## config.mk

```make
export PLATFORM = sky130hd
export DESIGN_NAME = memory_arbiter
export DESIGN_NICKNAME = d
export VERILOG_FILES = /design/src/rtl/cpu_types_pkg.sv /design/src/rtl/access_timer.sv /design/src/rtl/memory_arbiter.sv
export SDC_FILE = /design/constraint.sdc
export NUM_CORES = 1
export LEC_CHECK = 0
export ABC_AREA = 1
export CAP_MARGIN = 20
export CORE_UTILIZATION = 35
export DETAILED_ROUTE_END_ITERATION = 8
export DONT_BUFFER_PORTS = 1
export HOLD_SLACK_MARGIN = 0.06
export PLACE_DENSITY = 0.54
export SYNTH_ARGS = -nofsm -noshare
export SYNTH_HDL_FRONTEND = slang
export SYNTH_SLANG_ARGS = --single-unit
```

## constraint.sdc

```tcl
create_clock -name CLK -period 2.1 [get_ports CLK]
set_input_delay 0.525 -clock CLK [delete_from_list [all_inputs] [get_ports CLK]]
set_output_delay 0.525 -clock CLK [all_outputs]
set_load 0.05 [all_outputs]
```

## src/rtl/cpu_types_pkg.sv

```systemverilog
// -----------------------------------------------------------------------------
// cpu_types_pkg
//   Shared types for the memory arbiter slice: the machine word, the RAM status
//   encoding, the arbiter state encoding and the error fill pattern returned on
//   a failed or timed-out RAM access.
// -----------------------------------------------------------------------------
package cpu_types_pkg;

    typedef logic [31:0] word_t;

    // RAM status as reported on ramstate.
    typedef enum logic [1:0] {
        FREE   = 2'd0,
        BUSY   = 2'd1,
        ACCESS = 2'd2,
        ERROR  = 2'd3
    } ramstate_t;

    typedef enum logic [2:0] {
        IDLE  = 3'd0,
        IREQ  = 3'd1,
        DREQ  = 3'd2,
        IRESP = 3'd3,
        DRESP = 3'd4
    } arb_state_t;

    // Load value handed back when the RAM errors or never answers.
    localparam word_t BAD_WORD = 32'hBAD1BAD1;

endpackage

```

## src/rtl/access_timer.sv

```systemverilog
// -----------------------------------------------------------------------------
// access_timer
//   8-bit cycle counter used to bound how long one RAM access may stall.
//   Ports:
//     CLK, nRST   clock (rising edge) and asynchronous active-low reset
//     i_clear     synchronous clear to zero (wins over i_enable)
//     i_enable    increment by one this cycle
//     o_expired   count has reached TIMEOUT
// -----------------------------------------------------------------------------
module access_timer #(
    parameter int TIMEOUT = 15
) (
    input  logic CLK,
    input  logic nRST,
    input  logic i_clear,
    input  logic i_enable,
    output logic o_expired
);

    logic [7:0] r_count;

    // NOTE: state is updated with non-blocking assignments so every flop
    // samples the values from before the clock edge, independent of ordering.
    always_ff @(posedge CLK or negedge nRST) begin
        if (!nRST) begin
            r_count <= '0;
        end else if (i_clear) begin
            r_count <= '0;
        end else if (i_enable) begin
            r_count <= r_count + 8'd1;
        end
    end

    assign o_expired = (r_count == 8'(TIMEOUT));

endmodule

```

## src/rtl/memory_arbiter.sv

```systemverilog
// -----------------------------------------------------------------------------
// memory_arbiter
//   Serialises instruction-fetch and data requests onto one single-ported RAM.
//   Data wins ties unless the previous transaction was also data, so fetch can
//   never starve. Each access is latched for its whole RAM cycle, completes
//   with a one-cycle hit pulse, and is bounded by a timeout that turns a hung
//   RAM into an error response (load = BAD_WORD, sticky err).
//   Ports:
//     CLK, nRST                       clock / async active-low reset
//     imemREN, imemaddr               instruction read request
//     imemload, ihit                  instruction data and completion pulse
//     dmemREN, dmemWEN, dmemaddr,
//     dmemstore                       data read/write request
//     dmemload, dhit                  data read value and completion pulse
//     ramREN, ramWEN, ramaddr,
//     ramstore                        RAM command (address word aligned)
//     ramload, ramstate               RAM read data and status
//     err                             sticky error flag
// -----------------------------------------------------------------------------
module memory_arbiter
    import cpu_types_pkg::*;
#(
    parameter int WORD_W  = 32,
    parameter int TIMEOUT = 15
) (
    input  logic              CLK,
    input  logic              nRST,
    input  logic              imemREN,
    input  logic [WORD_W-1:0] imemaddr,
    output logic [WORD_W-1:0] imemload,
    output logic              ihit,
    input  logic              dmemREN,
    input  logic              dmemWEN,
    input  logic [WORD_W-1:0] dmemaddr,
    input  logic [WORD_W-1:0] dmemstore,
    output logic [WORD_W-1:0] dmemload,
    output logic              dhit,
    output logic              ramREN,
    output logic              ramWEN,
    output logic [WORD_W-1:0] ramaddr,
    output logic [WORD_W-1:0] ramstore,
    input  logic [WORD_W-1:0] ramload,
    input  logic [1:0]        ramstate,
    output logic              err
);

    arb_state_t        r_state;
    arb_state_t        w_next_state;
    logic [WORD_W-1:0] r_addr;
    logic [WORD_W-1:0] r_store;
    logic              r_is_write;
    logic [WORD_W-1:0] r_imemload;
    logic [WORD_W-1:0] r_dmemload;
    logic              r_err;
    logic              r_last_was_data;

    ramstate_t         w_ramstate;
    logic              w_data_pend;
    logic              w_expired;
    logic              w_req_done;
    logic              w_req_bad;
    logic              w_timer_en;
    logic              w_timer_clr;

    assign w_ramstate  = ramstate_t'(ramstate);
    assign w_data_pend = dmemREN | dmemWEN;

    // A good ACCESS wins over a timeout that expires in the same cycle.
    assign w_req_done = (w_ramstate == ACCESS) || (w_ramstate == ERROR) || w_expired;
    assign w_req_bad  = (w_ramstate != ACCESS) && ((w_ramstate == ERROR) || w_expired);

    // The count steps on the edge into a request state and on each stalled
    // cycle, so it equals the number of request cycles seen so far.
    assign w_timer_en  = (w_next_state == IREQ) || (w_next_state == DREQ);
    assign w_timer_clr = (r_state == IRESP) || (r_state == DRESP);

    access_timer #(
        .TIMEOUT (TIMEOUT)
    ) u_timer (
        .CLK       (CLK),
        .nRST      (nRST),
        .i_clear   (w_timer_clr),
        .i_enable  (w_timer_en),
        .o_expired (w_expired)
    );

    // State register.
    always_ff @(posedge CLK or negedge nRST) begin
        if (!nRST) begin
            r_state <= IDLE;
        end else begin
            r_state <= w_next_state;
        end
    end

    // Next-state logic.
    // NOTE: every signal assigned in a combinational block gets a default at the
    // top; otherwise an unassigned path would infer a latch.
    always_comb begin
        w_next_state = r_state;
        unique case (r_state)
            IDLE: begin
                if (w_data_pend && (!imemREN || !r_last_was_data)) begin
                    w_next_state = DREQ;
                end else if (imemREN) begin
                    w_next_state = IREQ;
                end
            end
            IREQ:    if (w_req_done) w_next_state = IRESP;
            DREQ:    if (w_req_done) w_next_state = DRESP;
            IRESP:   w_next_state = IDLE;
            DRESP:   w_next_state = IDLE;
            default: w_next_state = IDLE;
        endcase
    end

    // Request latches, load registers and flags.
    // NOTE: the latched request registers are reset as well, so ramaddr and
    // ramstore cannot carry stale values from before a reset.
    always_ff @(posedge CLK or negedge nRST) begin
        if (!nRST) begin
            r_addr          <= '0;
            r_store         <= '0;
            r_is_write      <= 1'b0;
            r_imemload      <= '0;
            r_dmemload      <= '0;
            r_err           <= 1'b0;
            r_last_was_data <= 1'b0;
        end else begin
            unique case (r_state)
                IDLE: begin
                    if (w_next_state == DREQ) begin
                        r_addr     <= dmemaddr;
                        r_store    <= dmemstore;
                        // A simultaneous read+write is serviced as a write.
                        r_is_write <= dmemWEN;
                        if (dmemREN && dmemWEN) r_err <= 1'b1;
                    end else if (w_next_state == IREQ) begin
                        r_addr <= imemaddr;
                    end
                end
                IREQ: begin
                    if (w_ramstate == ACCESS) begin
                        r_imemload <= ramload;
                    end else if (w_req_bad) begin
                        r_imemload <= WORD_W'(BAD_WORD);
                        r_err      <= 1'b1;
                    end
                end
                DREQ: begin
                    if (w_ramstate == ACCESS) begin
                        r_dmemload <= ramload;
                    end else if (w_req_bad) begin
                        r_dmemload <= WORD_W'(BAD_WORD);
                        r_err      <= 1'b1;
                    end
                end
                IRESP:   r_last_was_data <= 1'b0;
                DRESP:   r_last_was_data <= 1'b1;
                default: ;
            endcase
        end
    end

    // Output decode: strobes and hits are pure functions of the state, so an
    // asynchronous reset clears them immediately.
    always_comb begin
        ramREN   = 1'b0;
        ramWEN   = 1'b0;
        ramaddr  = '0;
        ramstore = '0;
        ihit     = 1'b0;
        dhit     = 1'b0;
        unique case (r_state)
            IREQ: begin
                ramREN   = 1'b1;
                ramaddr  = r_addr & ~WORD_W'(3);
                ramstore = r_store;
            end
            DREQ: begin
                ramREN   = !r_is_write;
                ramWEN   = r_is_write;
                ramaddr  = r_addr & ~WORD_W'(3);
                ramstore = r_store;
            end
            IRESP:   ihit = 1'b1;
            DRESP:   dhit = 1'b1;
            default: ;
        endcase
    end

    assign imemload = r_imemload;
    assign dmemload = r_dmemload;
    assign err      = r_err;

endmodule

```

### Word-level counts from Yosys, hierarchy flattened

Index checks and enable logic that the tools add are counted.

| storage, ports and cells | value |
|---|---|
| output and inout bits | 133 |
| input port bits | 135 |
| bits in registers | 142 |

| operators by class | value |
|---|---|
| bitwise gates (word level) | 1 |
| muxes and demuxes | 23 |
| equality and inequality tests | 14 |
| reductions and logical operators | 24 |
| $add $sub $neg | 1 |

Operator list:

| operator | count |
|---|---|
| 32-bit 2-to-1 mux | 6 |
| 8-bit 2-to-1 mux | 2 |
| 3-bit 2-to-1 mux | 4 |
| 2-bit nonzero test | 5 |
| 3-bit by 2-bit equality test with 1-bit output (second input constant) | 3 |
| 3-bit one-hot mux with 3 select lines | 1 |
| 8-bit by 1-bit adder with 8-bit output (second input constant) | 1 |
| 8-bit by 4-bit equality test with 1-bit output (second input constant) | 1 |
| 2-bit inequality test (second input constant) | 4 |
| 2-bit AND reduction | 4 |
| 1-bit 2-to-1 mux | 7 |
| 3-bit by 1-bit equality test with 1-bit output (second input constant) | 2 |
| 1-bit logical OR | 6 |
| 1-bit one-hot mux with 2 select lines | 3 |
| 5-bit AND reduction | 1 |
| 2-bit equality test (second input constant) | 2 |
| 3-bit equality test (second input constant) | 1 |
| 1-bit logical AND | 3 |
| 1-bit zero test | 3 |
| 3-bit zero test | 1 |
| 2-bit by 1-bit inequality test with 1-bit output (second input constant) | 1 |
| 2-bit OR reduction | 1 |
| 1-bit OR | 1 |

### Longest topological paths before layout

| logic depth | value |
|---|---|
| depth after elaboration | 9 |
| mapped depth | 12 |
| mapped depth without buffers | 11 |

### Modules after synthesis

From an unflattened synthesis, not the netlist that was laid out.

| unflattened totals | value |
|---|---|
| cell total of the unflattened synthesis | 867 |
| area total of the unflattened synthesis | 6,552.5 um^2 |

Modules (own cells, without submodules):

| module | cells an instance | sequential area each (um^2) | area each (um^2) | instances |
|---|---|---|---|---|
| memory_arbiter | 806 | 3,303.2 | 6,095.8 | 1 |
| access_timer | 61 | 200.2 | 456.7 | 1 |

### Worst setup path before layout

Ideal clock, no wire load.

| path | value |
|---|---|
| path type | register to output |
| from | register r_state[0] |
| to | output ramREN |
| slack | -0.330 ns |
| arrival time | 1.905 ns |
| buffers on the path | 0 |
| cell stages (with the launch flop) | 4 |
| required time | 1.575 ns |
| cells stage by stage | dfrtp_1 nor3_1 inv_1 o21ai_0 |

| on the way | value |
|---|---|
| word-level cells in the longest chain between the ends | 2 |
| elaborated cells between the ends (all ways) | 3 |

Ends and longest elaborated chain:

| item | line | RTL |
|---|---|---|
| start, declared | memory_arbiter.sv:47 | `arb_state_t r_state;` |
| start signal, assigned | memory_arbiter.sv:92 | `r_state <= w_next_state;` |
| 3-bit by 2-bit equality test with 1-bit output or 3-bit by 1-bit equality test with 1-bit output (tied branches) | memory_arbiter.sv:174 | `unique case (r_state)` |
| 1-bit one-hot mux with 2 select lines * | memory_arbiter.sv:174 |  |
| end, declared | memory_arbiter.sv:38 | `output logic ramREN,` |

Mark *: on every way between the ends. The rest lies on a longest branch, timed or not.

### Worst setup path after layout

| path | value |
|---|---|
| from | register r_state[2] |
| to | output ramaddr[23] |

| on the way | value |
|---|---|
| word-level cells in the longest chain between the ends | 3 |
| elaborated cells between the ends (all ways) | 4 |

Ends and longest elaborated chain:

| item | line | RTL |
|---|---|---|
| 3-bit by 2-bit equality test with 1-bit output or 3-bit by 1-bit equality test with 1-bit output (tied branches) | memory_arbiter.sv:174 |  |
| 2-bit OR reduction (no line) * | n/a |  |
| 32-bit 2-to-1 mux * | memory_arbiter.sv:174 |  |
| end, declared | memory_arbiter.sv:40 | `output logic [WORD_W-1:0] ramaddr,` |

Marks and branches as above.

==> reports/metrics.csv <==
stage,metric,value,unit
worst_hold_path,hold_path.class,primary input to asynchronous set/reset pin,
clock_network,cts_root_buf,clkbuf_16,
synthesis,yosys_warnings,0,
timing,worstMarginPinSlew,535,ps
cells_and_area,fill_cells,1807,
synthesis,synth_edf_count,0,
critical_path,crit_path_start_kind,flop,
critical_path,cp.arrival,1770,ps
cells_and_area,diodes,0,
cells_and_area,final_cell_count_no_fill,1121,
synthesis,synth.area.top_cells,"dfrtp_1, nand2_1, nor2_1",
placed_design,routabilityCongestion,0.750,
grt,grt_pass1_vias,5055,
clock_network,cts_tree,yes,
timing,slew_viol_final,0,
placed_design,hpwl,10600,µm
floorplan,io_pins,268,
detailed_routing,drc,0,
clock_network,ctsLongestPathBuffers,2,
floorplan,start_util,0.360,
detailed_routing,routedWlPerCell,15.2,µm
floorplan,die_x,138,µm
critical_path,r2r_end,r_addr[24]$_DFFE_PN0P_,
critical_path,r2r_slack,220,ps
cells_and_area,syn_to_final_growth,31.0,%
clock_network,path_clk_slew,60,ps
flow_run,maxCapViolCount,0,
placed_design,port_buffers,0,
timing,hold-worst-slack,-194,ps
detailed_routing,drtPass1Iterations,4,
synthesis,yosysTopAreaCell,dfrtp_1,
floorplan,die_area,19100,µm²
timing,setup_violations,63,
critical_path,end_kind,output pin,
timing,timing.final.ws_setup,-199,ps
critical_path,endpoint,ramaddr[23],
cells_and_area,multi_input_area,2680,µm²
critical_path,crit_fanout,11,
critical_path,reg2reg_from,u_timer.r_count[0]$_DFFE_PN0P_,
detailed_routing,drtIter0Drc,268,
synthesis,postSynth.asyncResetShare,1.00,
floorplan,fp-row-count,49,
clock_network,h-tree-depth,4,
placed_design,dpl-instance-area,7230,µm²
synthesis,syn_inst,822,
critical_path,crit_type,flop to output pin,
placed_design,place_ws,177,ps
timing,min_period,2300,ps
timing,fin_skew,9.45,ps
grt,grt_overflow_total,0,
synthesis,synth_seq_area_share,0.541,
grt,grt.total_usage,0.170,
cells_and_area,drive_gt1_frac,0.219,
clock_network,cts_buffers,17,
grt,grt_pass1_wl,26000,µm
synthesis,yosys_register_bits,140,
detailed_routing,ant_nets,0,
cells_and_area,layout.nets,1015,
critical_path,rr_worst_depth,10,
timing,fmax,435,MHz
cells_and_area,regArea,3500,µm²
floorplan,core-area,18000,µm²
clock_network,cts_sinks,140,
critical_path,startpoint,r_state[2]$_DFF_PN0_,
floorplan,die-height,138,µm
detailed_routing,drt_wl_total,17000,µm
synthesis,synthFlopType,dfrtp_1,
synthesis,synth.avg_cell_area,7.88,µm²
timing,fin_crit_sh,1.09,
clock_network,clkLatencyLatePin,410,ps
placed_design,dp_cells,1082,
timing,tns,-9840,ps
synthesis,synth.most_common_cell,nand2_1,
grt,grt_start_max_net_pins,141,
synthesis,synth_area,6480,µm²
cells_and_area,final_area,8490,µm²
timing,final_hold_viol_count,140,
grt,grt_antenna_before_repair,0,
detailed_routing,routed_via_density,4.82,
synthesis,synthTopCellsByCount,"nand2_1, nor2_1, dfrtp_1",
synthesis,synth_top_area_frac,0.541,
status,status,"finished, violations left",
timing,rsz0062_at_grt,yes,
status,violations,"hold timing, setup timing",
timing,slew_headroom,0.643,
critical_path,required,1570,ps
synthesis,synth_cell_types,26,
detailed_routing,vias,5407,
-- cell type report --
type,instances,area share
clock buffer,23,0.0551
clock inverter,9,0.0159
inverter,97,0.0439
multi-input combinational,534,0.316
sequential,140,0.413
tap,229,0.0337
timing repair buffer,89,0.123
-- worst max-delay path, cell delays in order (launching register included) --
cell	delay, ps
dfrtp_2	450
nor3_4	220
inv_2	80
nand2_4	70
inv_6	60
clkbuf_16	180
nor2_1	120
buf_6	180
-- worst min-delay path by stage --
stage	end	slack [ps]	cells past startpoint	start
6_report	imemload[20]$_DFFE_PN0P_	-190	0	nRST
5_1_grt	imemload[28]$_DFFE_PN0P_	-220	0	nRST
4_1_cts	imemload[15]$_DFFE_PN0P_	-220	0	nRST
3_5_place_dp	imemload[20]$_DFFE_PN0P_	230	0	nRST
3_3_place_gp	imemload[20]$_DFFE_PN0P_	230	0	nRST
2_1_floorplan	dmemload[0]$_DFFE_PN0P_	230	0	nRST
-- placed cells by master (no fill, tap or decap), types with 3 or more instances in the layout --
master,synthesis,layout
o21ai_0,33,31
inv_6,0,3
xor2_1,5,5
nor2_1,143,86
nor2_2,0,33
a31oi_1,36,36
buf_8,0,7
a21oi_1,33,33
nand3b_1,5,5
dfrtp_1,140,139
clkbuf_1,20,4
buf_6,1,57
inv_2,5,5
inv_1,92,90
clkbuf_16,0,19
buf_12,0,6
nor2_4,2,26
nand2_1,189,187
nand3_1,74,74
bufinv_16,0,3
clkinvlp_4,0,4
buf_4,7,17
-- registers in the layout, summed over array words and instances, names as in the netlist --
| signal | cells |
|---|---|
| dmemload | 32 |
| imemload | 32 |
| r_store | 32 |
| r_addr | 30 |
| u_timer.r_count | 8 |
| r_state | 3 |
| err | 1 |
| r_is_write | 1 |
| r_last_was_data | 1 |
-- metal layers --
metal	wire [µm]	GRT usage	up-vias	part of all wire
met5	0	0	-	0
met4	286	0.0677	0	0.017
met3	1190	0.0561	21	0.070
met2	8010	0.264	175	0.47
met1	7530	0.220	2520	0.44
li1	-	-	2691	-
-- stage by stage --
step                hold WS (ps)  utilization
finish                      -194        0.471
global route                -217        0.471
CTS                         -217        0.448
detailed placement           233        0.401
global placement             234        0.401
floorplan                    229            -
-- logic make-up (layout without fill, tap and decap cells) --
logic type               count (synthesis)  count (layout)  share of synthesized area
AND/OR/NAND/NOR                        419             419                      0.265
adder cells (fa/ha/maj)                  1               1                    0.00193
XOR/XNOR                                 6               6                    0.00811
AO/OA/AOI/OAI                          106             106                     0.0900
buffers and inverters                  149             218                     0.0942
other                                    1               2                   0.000579
flip-flops                             140             140                      0.541
-- timing repair --
action                                  CTS  global route
gates cloned                              0             4
pin swaps                                 2             2
hold endpoints to repair                140           140
endpoints found under the setup margin   64            65
setup buffers                             4             0
gates resized for setup                  64            99
Power is not shown: default switching activity piles up to over one toggle a cycle in this logic, so the estimate is an artifact.
